<file path="config.mk">
export PLATFORM = sky130hd
export DESIGN_NAME = regfile_access_ctrl_flat
export DESIGN_NICKNAME = d
export VERILOG_FILES = /design/src/rtl/regfile_pkg.sv /design/src/rtl/regfile_access_ctrl_if.sv /design/src/rtl/regfile_scrub_counter.sv /design/src/rtl/regfile_access_ctrl.sv /design/src/flat_wrapper.sv
export SDC_FILE = /design/constraint.sdc
export NUM_CORES = 1
export LEC_CHECK = 0
export BUFFER_PORTS_ARGS = -buffer_cell sky130_fd_sc_hd__buf_2
export CAP_MARGIN = 15
export CORE_ASPECT_RATIO = 1.2
export CORE_MARGIN = 2
export CORE_UTILIZATION = 44
export DETAILED_ROUTE_END_ITERATION = 7
export GPL_TIMING_DRIVEN = 0
export PLACE_DENSITY = 0.87
export REMOVE_ABC_BUFFERS = 1
export SLEW_MARGIN = 15
export SYNTH_ARGS = -nofsm -noshare
export SYNTH_HDL_FRONTEND = slang
export SYNTH_SLANG_ARGS = --single-unit
</file>
<file path="constraint.sdc">
create_clock -name clk -period 3.3 [get_ports clk]
set_input_delay 0.66 -clock clk [delete_from_list [all_inputs] [get_ports clk]]
set_output_delay 0.66 -clock clk [all_outputs]
set_load 0.01 [all_outputs]
</file>
<file path="src/rtl/regfile_pkg.sv">
// Shared defaults, FSM state type and constants for the register-file access controller.
package regfile_pkg;

    localparam int unsigned DEF_NREGS  = 32;
    localparam int unsigned DEF_ADDR_W = 5;
    localparam int unsigned DEF_DATA_W = 32;

    localparam int unsigned X0_ADDR = 0;

    typedef enum logic [2:0] {
        StInit,
        StRun,
        StDbgWr,
        StDbgRd,
        StDbgCap,
        StAck
    } state_e;

endpackage

</file>
<file path="src/rtl/regfile_access_ctrl_if.sv">
// Core, debug and register-file signals of the access controller, bundled as one bus.
interface regfile_access_ctrl_if import regfile_pkg::*; #(
    parameter int unsigned ADDR_W = DEF_ADDR_W,
    parameter int unsigned DATA_W = DEF_DATA_W
);

    logic              core_write;
    logic [ADDR_W-1:0] core_wrAddr;
    logic [DATA_W-1:0] core_wrData;
    logic [ADDR_W-1:0] core_rdAddrA;
    logic [ADDR_W-1:0] core_rdAddrB;
    logic              core_halt;
    logic              core_stall;
    logic              init_done;

    logic              dbg_req;
    logic              dbg_we;
    logic [ADDR_W-1:0] dbg_addr;
    logic [DATA_W-1:0] dbg_wdata;
    logic              dbg_ack;
    logic [DATA_W-1:0] dbg_rdata;

    logic              rf_write;
    logic [ADDR_W-1:0] rf_wrAddr;
    logic [DATA_W-1:0] rf_wrData;
    logic [ADDR_W-1:0] rf_rdAddrA;
    logic [ADDR_W-1:0] rf_rdAddrB;
    logic [DATA_W-1:0] rf_rdDataB;

    // Controller view.
    modport slave (
        input  core_write, core_wrAddr, core_wrData, core_rdAddrA, core_rdAddrB, core_halt,
        input  dbg_req, dbg_we, dbg_addr, dbg_wdata,
        input  rf_rdDataB,
        output core_stall, init_done, dbg_ack, dbg_rdata,
        output rf_write, rf_wrAddr, rf_wrData, rf_rdAddrA, rf_rdAddrB
    );

    // Environment view: core, debugger and register file together.
    modport master (
        output core_write, core_wrAddr, core_wrData, core_rdAddrA, core_rdAddrB, core_halt,
        output dbg_req, dbg_we, dbg_addr, dbg_wdata,
        output rf_rdDataB,
        input  core_stall, init_done, dbg_ack, dbg_rdata,
        input  rf_write, rf_wrAddr, rf_wrData, rf_rdAddrA, rf_rdAddrB
    );

endinterface

</file>
<file path="src/rtl/regfile_scrub_counter.sv">
// Post-reset scrub address counter; starts at 1 so x0 is never written, flags completion.
module regfile_scrub_counter import regfile_pkg::*; #(
    parameter int unsigned NREGS  = DEF_NREGS,
    parameter int unsigned ADDR_W = DEF_ADDR_W
) (
    input  logic              clk,
    input  logic              reset,
    input  logic              en_i,
    output logic [ADDR_W-1:0] addr_o,
    output logic              last_o,
    output logic              done_o
);

    // One extra bit so the final increment past NREGS-1 cannot alias back onto x0.
    logic [ADDR_W:0] cnt_q, cnt_d;
    logic            done_q, done_d;

    assign addr_o = cnt_q[ADDR_W-1:0];
    assign last_o = (cnt_q == (ADDR_W+1)'(NREGS - 1));
    assign done_o = done_q;

    always_comb begin
        cnt_d  = cnt_q;
        done_d = done_q;
        if (en_i) begin
            cnt_d = cnt_q + 1'b1;
            if (last_o) begin
                done_d = 1'b1;
            end
        end
    end

    always_ff @(posedge clk or posedge reset) begin
        if (reset) begin
            cnt_q  <= (ADDR_W+1)'(1);
            done_q <= 1'b0;
        end else begin
            cnt_q  <= cnt_d;
            done_q <= done_d;
        end
    end

endmodule

</file>
<file path="src/rtl/regfile_access_ctrl.sv">
// Register-file front end: post-reset scrub, core pass-through and debug port arbitration.
module regfile_access_ctrl import regfile_pkg::*; #(
    parameter int unsigned       NREGS      = DEF_NREGS,
    parameter int unsigned       ADDR_W     = DEF_ADDR_W,
    parameter int unsigned       DATA_W     = DEF_DATA_W,
    parameter logic [DATA_W-1:0] INIT_VALUE = '0
) (
    input  logic                  clk,
    input  logic                  reset,
    regfile_access_ctrl_if.slave  bus
);

    state_e            state_q, state_d;
    logic [ADDR_W-1:0] lat_addr_q, lat_addr_d;
    logic [DATA_W-1:0] lat_wdata_q, lat_wdata_d;
    logic [DATA_W-1:0] rdata_q, rdata_d;

    logic              scrub_en;
    logic [ADDR_W-1:0] scrub_addr;
    logic              scrub_last;
    logic              scrub_done;

    logic              rf_write;
    logic [ADDR_W-1:0] rf_wr_addr;
    logic [DATA_W-1:0] rf_wr_data;
    logic [ADDR_W-1:0] rf_rd_addr_b;
    logic              core_stall;
    logic              dbg_ack;
    logic              dbg_accept;

    regfile_scrub_counter #(
        .NREGS  (NREGS),
        .ADDR_W (ADDR_W)
    ) u_scrub (
        .clk    (clk),
        .reset  (reset),
        .en_i   (scrub_en),
        .addr_o (scrub_addr),
        .last_o (scrub_last),
        .done_o (scrub_done)
    );

    // A pending core writeback would collide with a debug write, so it blocks acceptance.
    assign dbg_accept = bus.dbg_req & bus.core_halt & ~bus.core_write;

    always_comb begin
        state_d      = state_q;
        lat_addr_d   = lat_addr_q;
        lat_wdata_d  = lat_wdata_q;
        rdata_d      = rdata_q;
        scrub_en     = 1'b0;
        rf_write     = bus.core_write;
        rf_wr_addr   = bus.core_wrAddr;
        rf_wr_data   = bus.core_wrData;
        rf_rd_addr_b = bus.core_rdAddrB;
        core_stall   = 1'b1;
        dbg_ack      = 1'b0;

        unique case (state_q)
            StInit: begin
                scrub_en   = 1'b1;
                rf_write   = 1'b1;
                rf_wr_addr = scrub_addr;
                rf_wr_data = INIT_VALUE;
                if (scrub_last) begin
                    state_d = StRun;
                end
            end
            StRun: begin
                core_stall = 1'b0;
                if (dbg_accept) begin
                    lat_addr_d  = bus.dbg_addr;
                    lat_wdata_d = bus.dbg_wdata;
                    state_d     = bus.dbg_we ? StDbgWr : StDbgRd;
                end
            end
            StDbgWr: begin
                // An in-flight core writeback keeps the port; the debug write waits a cycle.
                if (!bus.core_write) begin
                    rf_write   = (lat_addr_q != ADDR_W'(X0_ADDR));
                    rf_wr_addr = lat_addr_q;
                    rf_wr_data = lat_wdata_q;
                    state_d    = StAck;
                end
            end
            StDbgRd: begin
                rf_rd_addr_b = lat_addr_q;
                state_d      = StDbgCap;
            end
            StDbgCap: begin
                rdata_d = bus.rf_rdDataB;
                state_d = StAck;
            end
            StAck: begin
                dbg_ack = 1'b1;
                state_d = StRun;
            end
            default: begin
                state_d = StInit;
            end
        endcase
    end

    always_ff @(posedge clk or posedge reset) begin
        if (reset) begin
            state_q     <= StInit;
            lat_addr_q  <= '0;
            lat_wdata_q <= '0;
            rdata_q     <= '0;
        end else begin
            state_q     <= state_d;
            lat_addr_q  <= lat_addr_d;
            lat_wdata_q <= lat_wdata_d;
            rdata_q     <= rdata_d;
        end
    end

    assign bus.rf_write   = rf_write;
    assign bus.rf_wrAddr  = rf_wr_addr;
    assign bus.rf_wrData  = rf_wr_data;
    assign bus.rf_rdAddrA = bus.core_rdAddrA;
    assign bus.rf_rdAddrB = rf_rd_addr_b;
    assign bus.core_stall = core_stall;
    assign bus.init_done  = scrub_done;
    assign bus.dbg_ack    = dbg_ack;
    assign bus.dbg_rdata  = rdata_q;

endmodule

</file>
<file path="src/flat_wrapper.sv">
// flat-port wrapper written by rule: the top's interface ports become plain ports
module regfile_access_ctrl_flat import regfile_pkg::*;
#(
    parameter int unsigned       NREGS      = DEF_NREGS,
    parameter int unsigned       ADDR_W     = DEF_ADDR_W,
    parameter int unsigned       DATA_W     = DEF_DATA_W,
    parameter logic [DATA_W-1:0] INIT_VALUE = '0
)
  (clk, reset, bus_core_write, bus_core_wrAddr, bus_core_wrData, bus_core_rdAddrA, bus_core_rdAddrB, bus_core_halt, bus_dbg_req, bus_dbg_we, bus_dbg_addr, bus_dbg_wdata, bus_rf_rdDataB, bus_core_stall, bus_init_done, bus_dbg_ack, bus_dbg_rdata, bus_rf_write, bus_rf_wrAddr, bus_rf_wrData, bus_rf_rdAddrA, bus_rf_rdAddrB);
  regfile_access_ctrl_if #(.ADDR_W(ADDR_W), .DATA_W(DATA_W)) bus_i ();
  input  logic clk;
  input  logic reset;
  input wire logic [$bits(bus_i.core_write)-1:0] bus_core_write;
  input wire logic [$bits(bus_i.core_wrAddr)-1:0] bus_core_wrAddr;
  input wire logic [$bits(bus_i.core_wrData)-1:0] bus_core_wrData;
  input wire logic [$bits(bus_i.core_rdAddrA)-1:0] bus_core_rdAddrA;
  input wire logic [$bits(bus_i.core_rdAddrB)-1:0] bus_core_rdAddrB;
  input wire logic [$bits(bus_i.core_halt)-1:0] bus_core_halt;
  input wire logic [$bits(bus_i.dbg_req)-1:0] bus_dbg_req;
  input wire logic [$bits(bus_i.dbg_we)-1:0] bus_dbg_we;
  input wire logic [$bits(bus_i.dbg_addr)-1:0] bus_dbg_addr;
  input wire logic [$bits(bus_i.dbg_wdata)-1:0] bus_dbg_wdata;
  input wire logic [$bits(bus_i.rf_rdDataB)-1:0] bus_rf_rdDataB;
  output wire logic [$bits(bus_i.core_stall)-1:0] bus_core_stall;
  output wire logic [$bits(bus_i.init_done)-1:0] bus_init_done;
  output wire logic [$bits(bus_i.dbg_ack)-1:0] bus_dbg_ack;
  output wire logic [$bits(bus_i.dbg_rdata)-1:0] bus_dbg_rdata;
  output wire logic [$bits(bus_i.rf_write)-1:0] bus_rf_write;
  output wire logic [$bits(bus_i.rf_wrAddr)-1:0] bus_rf_wrAddr;
  output wire logic [$bits(bus_i.rf_wrData)-1:0] bus_rf_wrData;
  output wire logic [$bits(bus_i.rf_rdAddrA)-1:0] bus_rf_rdAddrA;
  output wire logic [$bits(bus_i.rf_rdAddrB)-1:0] bus_rf_rdAddrB;
  assign bus_i.core_write = bus_core_write;
  assign bus_i.core_wrAddr = bus_core_wrAddr;
  assign bus_i.core_wrData = bus_core_wrData;
  assign bus_i.core_rdAddrA = bus_core_rdAddrA;
  assign bus_i.core_rdAddrB = bus_core_rdAddrB;
  assign bus_i.core_halt = bus_core_halt;
  assign bus_i.dbg_req = bus_dbg_req;
  assign bus_i.dbg_we = bus_dbg_we;
  assign bus_i.dbg_addr = bus_dbg_addr;
  assign bus_i.dbg_wdata = bus_dbg_wdata;
  assign bus_i.rf_rdDataB = bus_rf_rdDataB;
  assign bus_core_stall = bus_i.core_stall;
  assign bus_init_done = bus_i.init_done;
  assign bus_dbg_ack = bus_i.dbg_ack;
  assign bus_dbg_rdata = bus_i.dbg_rdata;
  assign bus_rf_write = bus_i.rf_write;
  assign bus_rf_wrAddr = bus_i.rf_wrAddr;
  assign bus_rf_wrData = bus_i.rf_wrData;
  assign bus_rf_rdAddrA = bus_i.rf_rdAddrA;
  assign bus_rf_rdAddrB = bus_i.rf_rdAddrB;
  regfile_access_ctrl #(.NREGS(NREGS), .ADDR_W(ADDR_W), .DATA_W(DATA_W), .INIT_VALUE(INIT_VALUE)) u_core (.clk(clk), .reset(reset), .bus(bus_i));
endmodule
</file>
; ---- Word-level counts from Yosys, hierarchy flattened
; Cells that the tools add are included.
[word_totals]
reg_bits = 79
out_inout_bits = 83
[op_classes]
add_sub_neg = 1
eq_ne = 9
n_mux = 15
bitwise = 3
reduce_logical = 5
[ops]
columns = operator, n
row1 = $pmux W32 S2, 1
row2 = $mux W32, 1
row3 = $pmux W3 S6, 1
row4 = $mux W5, 2
row5 = $pmux W5 S2, 1
row6 = $mux W3, 3
row7 = $add A6 B1 Y6 const B, 1
row8 = $eq A3 B2 Y1 const B, 2
row9 = $eq A3 B3 Y1 const B, 2
row10 = $eq A6 B5 Y1 const B, 1
row11 = $mux W1, 5
row12 = $reduce_bool A5 Y1, 1
row13 = $ne A2 B1 Y1 const B, 2
row14 = $reduce_and A2 Y1, 2
row15 = $eq A3 B1 Y1 const B, 1
row16 = $logic_not A3 Y1, 1
row17 = $reduce_and A3 Y1, 1
row18 = $and A1 B1 Y1, 2
row19 = $ne A2 B2 Y1 const B, 1
row20 = $pmux W1 S2, 1
row21 = $not A1 Y1, 1

; ---- Depth between registers and ports, before layout
; Gate-level depths: netlist of the first run.
[depth]
depth_word = 4
ltp_mapped = 5

; ---- Modules after synthesis
; Synthesis of the first run repeated with hierarchy kept, for this count alone.
[hier_totals]
cells_unflattened = 278
area_unflattened_um2 = 3848.7
[modules_own_cells]
columns = module, instances, cells_per_inst, area_each_um2
row1 = regfile_access_ctrl, 1, 250, 3507.1
row2 = regfile_scrub_counter, 1, 28, 341.6

; ---- Worst setup path after synthesis of the first run
; No wires, ideal clock.
[synth_timing]
path_kind = input port to output port
start = input port bus_core_write
end = output port bus_rf_wrData[0]
arrival_time_ns = 1.618
setup_slack_ns = 1.022
stages = 4
cell_sequence = buf_2 -> nor4b_2 -> buf_2 -> a22o_1
[synth_via]
elab_chain_cells = 2
[synth_lines]
columns = item, line_no
row1 = start: declaration, flat_wrapper.sv:13  ; input wire logic [$bits(bus_i.core_write)-1:0] bus_core_write;
row2 = $mux W32, regfile_access_ctrl.sv:79  ; if (!bus.core_write) begin
row3 = $pmux W32 S2, regfile_access_ctrl.sv:59  ; unique case (state_q)
row4 = end: declaration, flat_wrapper.sv:30  ; output wire logic [$bits(bus_i.rf_wrData)-1:0] bus_rf_wrData;
; Every way passes these cells.

; ---- Worst setup path in the final report of the first run
[layout_timing]
start = register u_core.state_q[0]
end = output port bus_rf_wrData[16]
[layout_via]
elab_chain_cells = 2
word_cells_on_any_way = 3
classes_between = 1 x eq/ne / 1 x mux / 1 x reduce/logical
[layout_lines]
columns = item, line_no
row1 = start: declaration, regfile_access_ctrl.sv:13  ; state_e state_q, state_d;
row2 = start signal: assignment, regfile_access_ctrl.sv:106  ; state_q <= StInit;
row3 = start signal: assignment, regfile_access_ctrl.sv:111  ; state_q <= state_d;
row4 = $eq A3 B2 Y1 / $logic_not A3 Y1 (equally long branches), regfile_access_ctrl.sv:59
row5 = $pmux W32 S2 (*), regfile_access_ctrl.sv:59
; Mark *: on every way between the ends. The rest lies on a longest branch, timed or not.

==> results of run 1 <==
==> stage by stage <==
step | cells | cell area [um^2] | setup WS [ns] | util [%]
2_1_floorplan | 248 | 3520 | 0.160 | -
3_3_place_gp | 537 | 4610 | -0.619 | 56.9
3_5_place_dp | 540 | 4670 | 0.454 | 57.7
4_1_cts | 556 | 4830 | 0.148 | 59.5
5_1_grt | 559 | 4850 | 0.306 | 59.8
6_report | 559 | 4850 | 0.489 | 59.8
==> cells by family (layout without fill, tap and decap cells) <==
logic type,after synthesis,after routing,synth area share [%]
compound gates,54,54,11.5
xor+xnor,5,5,1.20
fa+ha+maj,1,1,0.342
buf+inv,28,221,4.31
flops,79,79,54.1
mux,74,74,22.8
simple gates,30,30,5.85
==> per-layer routing <==
| layer | vias to the layer above | GRT usage, % | wire length, um |
|---|---|---|---|
| met4 | 0 | 6.59 | 136 |
| met2 | 105 | 37.7 | 5150 |
| li1 | 1376 | - | - |
| met1 | 1467 | 25.8 | 3760 |
| met5 | - | 0 | 0 |
| met3 | 11 | 5.32 | 466 |
==> cell usage in the layout, fill, tap and decap left out, types with 3 or more instances in the layout <==
cell      netlist  final
buf_2           9    194
dfrtp_1        78     78
mux2_2         39     39
mux2_1         35     35
a22o_1         32     32
o22ai_1         9      9
clkbuf_8        0      9
a21oi_1         6      6
clkbuf_1        3      6
xnor2_1         5      5
nand2_1         6      5
inv_1           5      4
nand4_1         3      3
buf_4          11      3
==> report_power, final <==
part           leakage (nW)  switching (mW)  internal (mW)
clock network        0.0757           0.311          0.275
logic                  1.54           0.686          0.748
registers              1.00           0.318           1.39
==> worst max path at each step <==
stage | end | slack [ns] | cells after the start
5_1_grt | bus_rf_wrData[2] | 0.31 | 4
3_5_place_dp | bus_rf_wrData[16] | 0.45 | 5
4_1_cts | bus_rf_wrData[16] | 0.15 | 4
6_report | bus_rf_wrData[16] | 0.49 | 4
2_1_floorplan | bus_rf_wrData[0] | 0.16 | 2
3_3_place_gp | bus_rf_wrData[16] | -0.62 | 4
==> worst max-delay path: cells and delay by family, from the launching register on <==
family | cells | cell delay [ns]
compound gates | 1 | 0.33
buf+inv | 1 | 0.15
flops | 1 | 0.55
simple gates | 2 | 0.77
==> final cells by class <==
type,count,area [um^2],share of cell area (%)
repair buffers,200,1050,21.6
clock inverters,1,5.00,0.103
well taps,95,119,2.45
clock buffers,15,146,3.02
inverters,5,21.3,0.438
multi-input cells,164,1530,31.6
flip-flops and latches,79,1980,40.8
==> sequential cells by signal, summed over array words and instances (netlist names) <==
name	flops
u_core.bus.dbg_rdata	32
u_core.lat_wdata_q	32
u_core.u_scrub.cnt_q	6
u_core.lat_addr_q	5
u_core.state_q	3
u_core.u_scrub.done_o	1
==> repair_timing <==
action | CTS | global route
endpoints found under the setup margin | 0 | 32
resized for setup | 0 | 1
buffers inserted | 0 | 3
==> cell usage after synthesis <==
cell type and instances:
dfrtp_1 78, mux2_2 39, mux2_1 35, a22o_1 32
buf_4 11, buf_2 9, o22ai_1 9, a21oi_1 6
nand2_1 6, inv_1 5, xnor2_1 5, clkbuf_1 3
nand4_1 3, a31o_2 2, nand3b_1 2, nor2b_1 2
o21ai_0 2, or3_1 2, a21o_1 1, a2bb2oi_1 1
a311oi_1 1, and2_1 1, and3_1 1, and3b_1 1
and4b_1 1, dfstp_2 1, ha_1 1, nand2_4 1
nand2b_1 1, nand3_1 1, nor2_1 1, nor2_2 1
nor3_1 1, nor3_4 1, nor3b_4 1, nor4_1 1
nor4b_2 1, or4_1 1
==> results_dict.tcl, run 1 <==
set metrics [dict create \
    cellLeakagePower_nw 2.62 \
    worstPathArrival_ns 2.15 \
    clock_latency_ns 0.33 \
    tns_ns 0 \
    antenna_found_initial 0 \
    viasPerCell 5.29 \
    fin_crit_sh_pct 85.2 \
    final_hold_viol_count 0 \
    grt_pass1_vias 3120 \
    ys_ff_latch 79 \
    rows 36 \
    hp-class "input pin to async pin" \
    avgRoutedWirePerCell_um 17.0 \
    power_mw 3.73 \
    cp_max_fo 32 \
    grt_max_degree 64 \
    drt-total-wl_um 9510 \
    end_kind "output port" \
    fin_worst_skew_ns 0.00713 \
    fillCellCount 690 \
    drive_above_1_share_pct 55.8 \
    yosysSeqAreaShare_pct 54.1 \
    numCtsBuffers 9 \
    grt_pass1_wl_um 15200 \
    whs_ns 0.254 \
    worstPathCellList "nor2_2, nand2_2, a22o_1, buf_2" \
    critPathLaunchType "flop" \
    die_x_um 87.2 \
    cts_root_buf "clkbuf_8" \
    drtAntennaViolNets 0 \
    cts_buffer_depth 2 \
    num_antenna_cells 0 \
    fin_nets 582 \
    fin_crit_ns 2.81 \
    slew_headroom_pct 41.7 \
    fmax_mhz 356 \
    startpoint "u_core.state_q[0]" \
    hold_buffers 0 \
    cts.clk_slew.worst_paths_ns 0.07 \
    area_growth_pct 32.6 \
    post-dp-hpwl_um 7360 \
    gp_congestion 0.807 \
    drv_slew 0 \
    syn_inst 271 \
    vdd_drop_max_v 0.000463 \
    cts_tree "yes" \
    critPathKind "flop to output port" \
    start_util_pct 45.1 \
    drc_errors 0 \
    worst_pin_slew_ns 0.872 \
    crit_slowest_cell "dfrtp_1" \
    syn_area_per_cell_um2 13.5 \
    required_ns 2.64 \
    outcome "complete, no violations" \
    ios 205 \
    rsz0062_at_grt "false" \
    core_mm2 0.00811 \
    grt_usage_pct 21.6 \
    drt_iter0_markers 92 \
    cts.sinks 79 \
    synth_top_area_cell "dfrtp_1" \
    cap_violations 0 \
    synth.distinct_cells 38 \
    synthTopCellsByArea "dfrtp_1 53%, mux2_2 12%, mux2_1 11%" \
    drt_pass1_iterations 4 \
    netlist.area_leader.share_pct 53.4 \
    vias 2959 \
    dieArea_mm2 0.00906 \
    power.density_mw_per_mm2 769 \
    yosysWarnings 0 \
    portBuffers 194 \
    setup_violations 0 \
    reg2reg_to "u_core.bus.dbg_rdata[21]" \
    synthesis.area_mm2 0.00366 \
    dieHeight_um 104 \
    grt-ovfl-total 0 \
    htree_levels 3 \
    reg2reg_depth 4 \
    slowest_delay_ns 0.55 \
    rrSetupSlack_ns 1.09 \
    r2r-start "u_core.state_q[2]" \
]
Note: power is estimated with default switching activity, not from simulation.
==> inputs of run 2 (changes only) <==
CORE_MARGIN = not set   (was 2)
CORE_UTILIZATION = 35   (was 44)
PLACE_DENSITY = 0.73   (was 0.87)
==> run 2 against run 1 <==
  * Routed wire length shrank 4.5%
  * Clock-buffer cell count shrank 3
  * Sequential share of layout area shrank 1.7 points
  * Fmax shrank 9.6%
  * Worst hold slack gained 0.091 ns
  * Sequential cell count is the same
  * Utilization shrank 9.7 points
  * Non-clock buffer count shrank 3
  * Register-to-register slack gained 0.04 ns
==> results_dict.tcl, run 2 (same netlist as run 1, synthesis figures left out) <==
set metrics [dict create \
    outcome "complete, no violations" \
    area_growth_pct 38.5 \
    dieHeight_um 114 \
    dp.cells 571 \
    numCtsBuffers 9 \
    required_ns 2.64 \
    critPathKind "flop to output port" \
    clock_latency_ns 0.33 \
    htree_levels 3 \
    rrSetupSlack_ns 1.13 \
    cts.sinks 79 \
    postPlaceCellArea_mm2 0.00472 \
    viasPerCell 5.10 \
    utilization_pct 50.1 \
    dp_slack_ns 0.444 \
    cellLeakagePower_nw 2.69 \
    final_hold_viol_count 0 \
    p_clk_share_pct 26.7 \
    cts_root_buf "clkbuf_16" \
    startpoint "u_core.state_q[1]" \
    gp_congestion 0.772 \
    switchingPower_mw 1.34 \
    portBuffers 194 \
    fin_nets 579 \
    grt_max_degree 45 \
    vdd_drop_max_v 0.000445 \
    combPwrFrac_pct 33.5 \
    layout.cells.non_filler 586 \
    setup_ws_ns 0.189 \
    grt-ovfl-total 0 \
    post_cts.repair.setup_buffers 0 \
    layout_commonest_cell "buf_2" \
    fin_crit_ns 3.11 \
    start_util_pct 36.2 \
    reg2reg_to "u_core.bus.dbg_rdata[2]" \
    drv_slew 0 \
    cts_buffer_depth 2 \
    grt_usage_pct 17.2 \
    cts.clk_slew.worst_paths_ns 0.06 \
    setup_violations 0 \
    hold_buffers 0 \
    die_x_um 95.3 \
    cp_max_fo 18 \
    tns_ns 0 \
    drt_pass1_iterations 4 \
    fin_worst_skew_ns 0.00737 \
    reg2reg_depth 4 \
    fillCellCount 929 \
    worst_pin_slew_ns 0.862 \
    worstPathArrival_ns 2.45 \
    grt_pass1_wl_um 14200 \
    power_mw 4.26 \
    hp-class "input pin to async pin" \
    critPathLaunchType "flop" \
    grt_pass1_vias 2970 \
    power.density_mw_per_mm2 841 \
    drt_iter0_markers 84 \
    post-dp-hpwl_um 7050 \
    cap_violations 0 \
    drive_above_1_share_pct 56.5 \
    end_kind "output port" \
    num_antenna_cells 0 \
    power.internal_mw 2.92 \
    drt-total-wl_um 9090 \
    core_mm2 0.0101 \
    cts_tree "yes" \
    dieArea_mm2 0.0109 \
    avgRoutedWirePerCell_um 15.5 \
    drc_errors 0 \
    r2r-start "u_core.state_q[2]" \
    antenna_found_initial 0 \
    whs_ns 0.345 \
    fin_crit_sh_pct 94.3 \
    rsz0062_at_grt "false" \
    ios 205 \
    rows 40 \
    netSwitchingFraction_pct 31.5 \
    layout_common_cells "194 x buf_2, 78 x dfrtp_1, 39 x mux2_2" \
    vias 2988 \
    postLayoutCellArea_mm2 0.00507 \
    fmax_mhz 321 \
    drtAntennaViolNets 0 \
    slew_headroom_pct 42.3 \
    seqPwrFrac_pct 39.7 \
]
-- run 2: layout make-up --
class	instances	area, um^2	share of cell area [%]
Clock buffer	12	256	5.06
Clock inverter	3	90.1	1.78
Inverter	5	21.3	0.420
Multi-Input combinational cell	164	1530	30.3
Sequential cell	79	1980	39.0
Tap cell	126	158	3.11
Timing Repair Buffer	197	1030	20.3
-- run 2: worst max-delay path by stage --
| stage | to | cells after the start | slack, ns |
|---|---|---|---|
| CTS | bus_rf_wrData[16] | 4 | 0.17 |
| detailed placement | bus_rf_wrData[16] | 5 | 0.44 |
| global route | bus_rf_wrData[16] | 4 | 0.03 |
| global placement | bus_rf_wrData[16] | 4 | -0.71 |
| finish | bus_rf_wrData[16] | 4 | 0.19 |
| floorplan | bus_rf_wrData[0] | 2 | 0.16 |
-- run 2: critical path: stages (launching register included) --
cell	delay, ns
dfrtp_1	0.72
nor4b_4	0.80
buf_6	0.28
a22o_1	0.17
buf_2	0.14
-- run 2: power by group through the flow --
stage	registers (mW)	clock network (mW)	logic (mW)
2_1_floorplan	1.72	0	0.796
3_3_place_gp	1.67	0	1.39
3_5_place_dp	1.71	0	1.45
4_1_cts	1.70	1.17	1.45
5_1_grt	1.76	1.20	1.56
6_report	1.69	1.14	1.43
-- run 2: routing by layer --
| metal | global-route usage, % | up-vias | share of wire [%] |
|---|---|---|---|
| li1 | - | 1371 | - |
| met1 | 18.5 | 1467 | 38 |
| met2 | 30.2 | 126 | 52 |
| met3 | 3.53 | 24 | 5.7 |
| met4 | 10.5 | 0 | 3.5 |
| met5 | 0 | - | 0 |
-- run 2: timing repair --
action / CTS / global route
gates resized for setup: 0 / 1
endpoints found under the setup margin: 0 / 2
endpoints found under the hold margin: 0 / 0
